--- src/rtl/ball_pkg.sv ---
// Shared constants, types and per-ball initial-state helpers for the multi-ball animation.
package ball_pkg;

    localparam int COORD_W    = 10;
    localparam int STEP_W     = 12;
    localparam int VEL_W_DFLT = 4;

    typedef logic signed [VEL_W_DFLT-1:0] vel_t;

    function automatic logic [2:0] ball_colour(input int i);
        return 3'((i % 7) + 1);
    endfunction

    function automatic logic [COORD_W-1:0] init_pos(input int res, input int i);
        return COORD_W'(res / 2 + 16 * i);
    endfunction

    function automatic int init_hvel(input int i);
        return ((i % 2) == 0) ? -(1 + i % 3) : (1 + i % 3);
    endfunction

    function automatic int init_vvel(input int i);
        return 1 + i % 2;
    endfunction

endpackage

--- src/rtl/ball_axis_step.sv ---
// One axis of a ball move: advance by velocity, clamp to [0, MAX] and reflect on contact.
module ball_axis_step
    import ball_pkg::*;
#(
    parameter int VEL_W = VEL_W_DFLT
) (
    input  logic [COORD_W-1:0]      pos_i,
    input  logic signed [VEL_W-1:0] vel_i,
    input  logic [COORD_W-1:0]      max_i,
    output logic [COORD_W-1:0]      next_pos_o,
    output logic signed [VEL_W-1:0] next_vel_o
);

    logic signed [STEP_W-1:0] sum;
    logic signed [STEP_W-1:0] max_ext;

    always_comb begin
        sum     = $signed({{(STEP_W - COORD_W){1'b0}}, pos_i}) + STEP_W'(vel_i);
        max_ext = $signed({{(STEP_W - COORD_W){1'b0}}, max_i});
        next_pos_o = sum[COORD_W-1:0];
        next_vel_o = vel_i;
        // Sign bit or zero means the ball touched or crossed the low border.
        if (sum[STEP_W-1] || sum == '0) begin
            next_pos_o = '0;
            next_vel_o = -vel_i;
        end else if (sum >= max_ext) begin
            next_pos_o = max_i;
            next_vel_o = -vel_i;
        end
    end

endmodule

--- src/rtl/multi_ball_bounce.sv ---
// Animates NUM_BALLS bouncing squares: vsync-driven sequential update engine plus
// a priority renderer feeding the registered RGB pins.
module multi_ball_bounce
    import ball_pkg::*;
#(
    parameter int H_RES     = 640,
    parameter int V_RES     = 480,
    parameter int NUM_BALLS = 4,
    parameter int BALL_SIZE = 8,
    parameter int VEL_W     = VEL_W_DFLT
) (
    input  logic       clk,
    input  logic       reset,
    input  logic       vsync,
    input  logic       display_on,
    input  logic [9:0] hpos,
    input  logic [9:0] vpos,
    input  logic       pause,
    output logic [2:0] rgb,
    output logic       busy
);

    localparam int IDX_W = (NUM_BALLS > 1) ? $clog2(NUM_BALLS) : 1;
    localparam logic [IDX_W-1:0]   LAST_IDX = IDX_W'(NUM_BALLS - 1);
    localparam logic [COORD_W-1:0] MAX_X    = COORD_W'(H_RES - BALL_SIZE);
    localparam logic [COORD_W-1:0] MAX_Y    = COORD_W'(V_RES - BALL_SIZE);
    localparam logic [COORD_W-1:0] BSZ      = COORD_W'(BALL_SIZE);

    typedef enum logic {IDLE, UPDATE} state_t;

    state_t             state_q, state_d;
    logic [IDX_W-1:0]   idx_q, idx_d;
    logic               wr_en;

    logic               vs_meta_q, vs_sync_q, vs_prev_q, armed_q, tick_q;
    logic [1:0]         fill_q;

    logic [COORD_W-1:0]      pos_x_q [NUM_BALLS];
    logic [COORD_W-1:0]      pos_y_q [NUM_BALLS];
    logic signed [VEL_W-1:0] vel_x_q [NUM_BALLS];
    logic signed [VEL_W-1:0] vel_y_q [NUM_BALLS];

    logic [COORD_W-1:0]      cur_x, cur_y, nxt_x, nxt_y;
    logic signed [VEL_W-1:0] cur_vx, cur_vy, nxt_vx, nxt_vy;

    logic [2:0]         rgb_d, rgb_q;
    logic               hit_any;
    logic [COORD_W-1:0] dx, dy;

    // Frame tick: 2-flop synchroniser, then rising-edge detector. The edge is only
    // armed once a genuine low level has propagated through the synchroniser, so a
    // vsync already high at reset release does not count as a new frame.
    always_ff @(posedge clk or posedge reset) begin
        if (reset) begin
            vs_meta_q <= 1'b0;
            vs_sync_q <= 1'b0;
            vs_prev_q <= 1'b0;
            fill_q    <= 2'b00;
            armed_q   <= 1'b0;
            tick_q    <= 1'b0;
        end else begin
            vs_meta_q <= vsync;
            vs_sync_q <= vs_meta_q;
            vs_prev_q <= vs_sync_q;
            fill_q    <= {fill_q[0], 1'b1};
            armed_q   <= armed_q | (fill_q[1] & ~vs_sync_q);
            tick_q    <= vs_sync_q & ~vs_prev_q & armed_q;
        end
    end

    always_ff @(posedge clk or posedge reset) begin
        if (reset) begin
            state_q <= IDLE;
            idx_q   <= '0;
        end else begin
            state_q <= state_d;
            idx_q   <= idx_d;
        end
    end

    always_comb begin
        state_d = state_q;
        idx_d   = idx_q;
        wr_en   = 1'b0;
        case (state_q)
            IDLE: begin
                if (tick_q && !pause) begin
                    state_d = UPDATE;
                    idx_d   = '0;
                end
            end
            UPDATE: begin
                wr_en = 1'b1;
                if (idx_q == LAST_IDX) begin
                    state_d = IDLE;
                end else begin
                    idx_d = idx_q + 1'b1;
                end
            end
            default: state_d = IDLE;
        endcase
    end

    assign busy = (state_q == UPDATE);

    always_comb begin
        cur_x  = pos_x_q[0];
        cur_y  = pos_y_q[0];
        cur_vx = vel_x_q[0];
        cur_vy = vel_y_q[0];
        for (int i = 1; i < NUM_BALLS; i++) begin
            if (idx_q == IDX_W'(i)) begin
                cur_x  = pos_x_q[i];
                cur_y  = pos_y_q[i];
                cur_vx = vel_x_q[i];
                cur_vy = vel_y_q[i];
            end
        end
    end

    ball_axis_step #(.VEL_W(VEL_W)) u_step_x (
        .pos_i      (cur_x),
        .vel_i      (cur_vx),
        .max_i      (MAX_X),
        .next_pos_o (nxt_x),
        .next_vel_o (nxt_vx)
    );

    ball_axis_step #(.VEL_W(VEL_W)) u_step_y (
        .pos_i      (cur_y),
        .vel_i      (cur_vy),
        .max_i      (MAX_Y),
        .next_pos_o (nxt_y),
        .next_vel_o (nxt_vy)
    );

    // Updates only happen in the few cycles after the vsync edge, i.e. in vertical blanking.
    always_ff @(posedge clk or posedge reset) begin
        if (reset) begin
            for (int i = 0; i < NUM_BALLS; i++) begin
                pos_x_q[i] <= init_pos(H_RES, i);
                pos_y_q[i] <= init_pos(V_RES, i);
                vel_x_q[i] <= VEL_W'(init_hvel(i));
                vel_y_q[i] <= VEL_W'(init_vvel(i));
            end
        end else begin
            for (int i = 0; i < NUM_BALLS; i++) begin
                if (wr_en && idx_q == IDX_W'(i)) begin
                    pos_x_q[i] <= nxt_x;
                    pos_y_q[i] <= nxt_y;
                    vel_x_q[i] <= nxt_vx;
                    vel_y_q[i] <= nxt_vy;
                end
            end
        end
    end

    // Walk from the highest index down so the lowest-index hit is the one that sticks.
    always_comb begin
        rgb_d   = 3'b000;
        hit_any = 1'b0;
        dx      = '0;
        dy      = '0;
        for (int i = NUM_BALLS - 1; i >= 0; i--) begin
            dx = hpos - pos_x_q[i];
            dy = vpos - pos_y_q[i];
            if (dx < BSZ && dy < BSZ) begin
                rgb_d   = ball_colour(i);
                hit_any = 1'b1;
            end
        end
        if (!hit_any && hpos[2:0] == 3'd0 && vpos[2:0] == 3'd0) begin
            rgb_d = 3'b010;
        end
        if (!display_on) begin
            rgb_d = 3'b000;
        end
    end

    always_ff @(posedge clk or posedge reset) begin
        if (reset) begin
            rgb_q <= 3'b000;
        end else begin
            rgb_q <= rgb_d;
        end
    end

    assign rgb = rgb_q;

endmodule

--- config.mk ---
export PLATFORM = sky130hd
export DESIGN_NAME = multi_ball_bounce
export DESIGN_NICKNAME = d
export VERILOG_FILES = /design/src/rtl/ball_pkg.sv /design/src/rtl/ball_axis_step.sv /design/src/rtl/multi_ball_bounce.sv
export SDC_FILE = /design/constraint.sdc
export NUM_CORES = 1
export LEC_CHECK = 0
export ABC_AREA = 1
export CORE_MARGIN = 2
export CORE_UTILIZATION = 53
export DETAILED_ROUTE_END_ITERATION = 10
export DONT_BUFFER_PORTS = 1
export PLACE_DENSITY = 0.71
export SLEW_MARGIN = 20
export SYNTH_ARGS = -nofsm -noshare
export SYNTH_HDL_FRONTEND = slang
export SYNTH_SLANG_ARGS = --single-unit
--- constraint.sdc ---
create_clock -name clk -period 4.1 [get_ports clk]
set_input_delay 1.025 -clock clk [delete_from_list [all_inputs] [get_ports clk]]
set_output_delay 1.025 -clock clk [all_outputs]
set_load 0.05 [all_outputs]
==> reports/qor.yml <==
hold_path:
  hold_class: "reg2reg"
clock_network:
  clk_pin_slew_worst_paths_ns: 0.06
  clockBufferDepth: 2
  cts.sinks: 125
  cts_root_buf: "clkbuf_16"
  hold_buffers: 0
  h-tree-depth: 4
  clk_latency_ns: 0.43
  cts_tree: "built"
  cts_buffers: 17
worst_setup_path:
  cp_slowest_stage_delay_ns: 0.45
  endpoint_kind: "flop"
  critPathRequiredTime_ns: 4.42
  cp.arrival_ns: 4.15
  cpMostUsedCell: "nand2_1"
  slowest_stage: "dfrtp_2"
  path_max_fanout: 15
  crit_type: "reg2reg"
  start_kind: "flop"
logic_synthesis:
  synth_compound_area_share_pct: 13.5
  synth_mux_area_share_pct: 0
  synth-adder-area-share_pct: 12.6
  synth_top_family_by_area: "simple AND/OR/NAND/NOR gates"
  netlist_area_sq_um: 9570
  yosysSeqAreaShare_pct: 33.1
  syn_nets: 1441
  ys_seq_elements: 125
  synth-edff-count: 0
  synthSimpleGateAreaFrac_pct: 27.1
  ys_async_sr_fraction_pct: 100
  synth-xor-area-share_pct: 4.67
  synth_warnings: 0
  netlist_instances: 1321
  synth_area_per_cell_sq_um: 7.24
  synth.distinct_cells: 48
  synthFlopType: "dfrtp_1"
die:
  die_area_sq_um: 19100
  die_w_um: 138
  fp.dieH_um: 138
  start_util_pct: 53.6
  core-area_sq_um: 17800
  rows: 49
  boundaryPins: 29
drt:
  wl_um: 26600
  vias: 8784
  firstDrtPassIters: 8
  post-route-drc-count: 0
  drtIter0Drc: 806
  viasPerCell: 5.61
  wl_per_cell_um: 17.0
  drtAntennaViolNets: 0
finish:
  fin_nets: 1445
  finalNonFillerCells: 1567
  design_area_sq_um: 10600
  mostFrequentLayoutCell: "nand2_1"
  antenna_cells: 0
  syn_to_final_growth_pct: 10.8
  drive_gt1_share_pct: 10.4
  final_cell_mix: "359 x nand2_1, 169 x inv_1, 101 x o21ai_0"
sta:
  holdWs_ns: 0.348
  period_needed_ns: 3.83
  finalSetupViolCount: 0
  slew_headroom_pct: 25.2
  period_share_pct: 93.3
  clock_skew_ns: 0.00999
  fmax_mhz: 261
  final-max-slew-violation-count: 0
  finalHoldViolCount: 0
  max_slew.worst_pin.slew_ns: 1.12
global_routing:
  grt_max_degree: 67
  grt_use_total_pct: 27.9
  grt_antenna_before_repair: 0
  grt_overflow: 0
  grt_pass1_vias: 8211
  grt_pass1_wl_um: 42400
place:
  place_congestion: 0.971
  dp.cells: 1533
  dp_hpwl_um: 19600
  place_area_sq_um: 9890
  io_buffers: 0
job:
  drv_cap: 0
status:
  status: "completed"
routing by layer:
layer	global-route usage, %	vias up	share of wire (%)
li1	-	4341	-
met1	38.2	4099	45
met2	44.3	297	46
met3	5.40	47	7.1
met4	9.94	0	2.5
met5	0	-	0
critical path: cells and delay by family (launching register included):
family | cells | cell delay [ns]
and+or+nand+nor | 20 | 1.70
adders and majority gates | 3 | 0.91
DFF | 1 | 0.45
AOI/OAI and AO/OA | 2 | 0.32
buffers and inverters | 3 | 0.32
final cells by class:
cell class	count	area (sq um)
Inverter	177	676
Multi-Input combinational cell	976	5610
Tap cell	229	287
Timing Repair Buffer	28	239
Fill cell	1676	7230
Sequential cell	125	3170
Clock buffer	18	439
Clock inverter	14	184
cell usage after synthesis, types with 3 or more instances:
cell type  number  area [sq um]
buf_1           7          26.3
a22o_1          3          26.3
inv_1         173           649
a21o_1          7          52.6
nand2_2         3          18.8
o21ai_1        30           150
nor2_1         64           240
nor3_1          9          45.0
inv_2           3          11.3
nand2_1       359          1350
nand4_1        31           194
buf_2          11          55.1
nand2_4         3          33.8
dfrtp_1        91          2280
o211ai_1        5          37.5
ha_1           93          1160
a21boi_0        3          22.5
xnor2_1        23           201
o21ai_0       103           515
a22oi_1         8          60.1
nor2_2          5          31.3
buf_4           4          30.0
nand3b_1        7          52.6
clkbuf_1       21          78.8
a21oi_1        58           290
nand3_2         7          70.1
o22ai_1         3          18.8
xor2_1         28           245
a221oi_1        4          35.0
or2_2           3          18.8
nand3_1        99           495
dfstp_2        34           893
metrics by stage:
step	setup WS (ns)	utilization, %	TNS [ns]
2_1_floorplan	0.272	-	0
3_3_place_gp	0.131	55.4	0
3_5_place_dp	-0.0250	55.4	-0.0250
4_1_cts	0.0364	58.9	0
5_1_grt	-0.00549	59.5	-0.00549
6_report	0.273	59.5	0
registers in the layout, summed over array words and instances (netlist names):
name / flops
rgb: 3
vs_meta_q: 1
tick_q: 1
pos_y_q: 40
vel_y_q: 16
vs_sync_q: 1
idx_q: 2
busy: 1
armed_q: 1
vel_x_q: 16
pos_x_q: 40
vs_prev_q: 1
fill_q: 2
timing repair:
item                       CTS  global route
setup buffers                0             2
pin swaps                    0             1
setup endpoints to repair   31           100
gates resized for setup      1            21
cells by family after synthesis:
| kind of cell | after synthesis |
|---|---|
| buffers and inverters | 220 |
| AND/OR/NAND/NOR | 596 |
| AO/OA/AOI/OAI | 233 |
| adder cells (fa/ha/maj) | 95 |
| flip-flops | 125 |
| other | 1 |
| XOR/XNOR | 51 |
path summary, 6_finish.rpt:
path	to	slack [ns]	start	cells past startpoint
setup / recovery	vel_x_q[2]	0.27	idx_q[0]	28
hold / removal	fill_q[1]	0.35	fill_q[0]	0
setup reg to reg	vel_x_q[2]	0.27	idx_q[0]	28
hold reg to reg	fill_q[1]	0.35	fill_q[0]	0
max in group asynchronous	vel_x_q[7]	2.64	reset	2
min in group asynchronous	pos_x_q[35]	0.56	reset	1
Power is left out: the tool's default activity adds up to more than one toggle a clock period on the data nets, which glitch-free logic cannot reach.
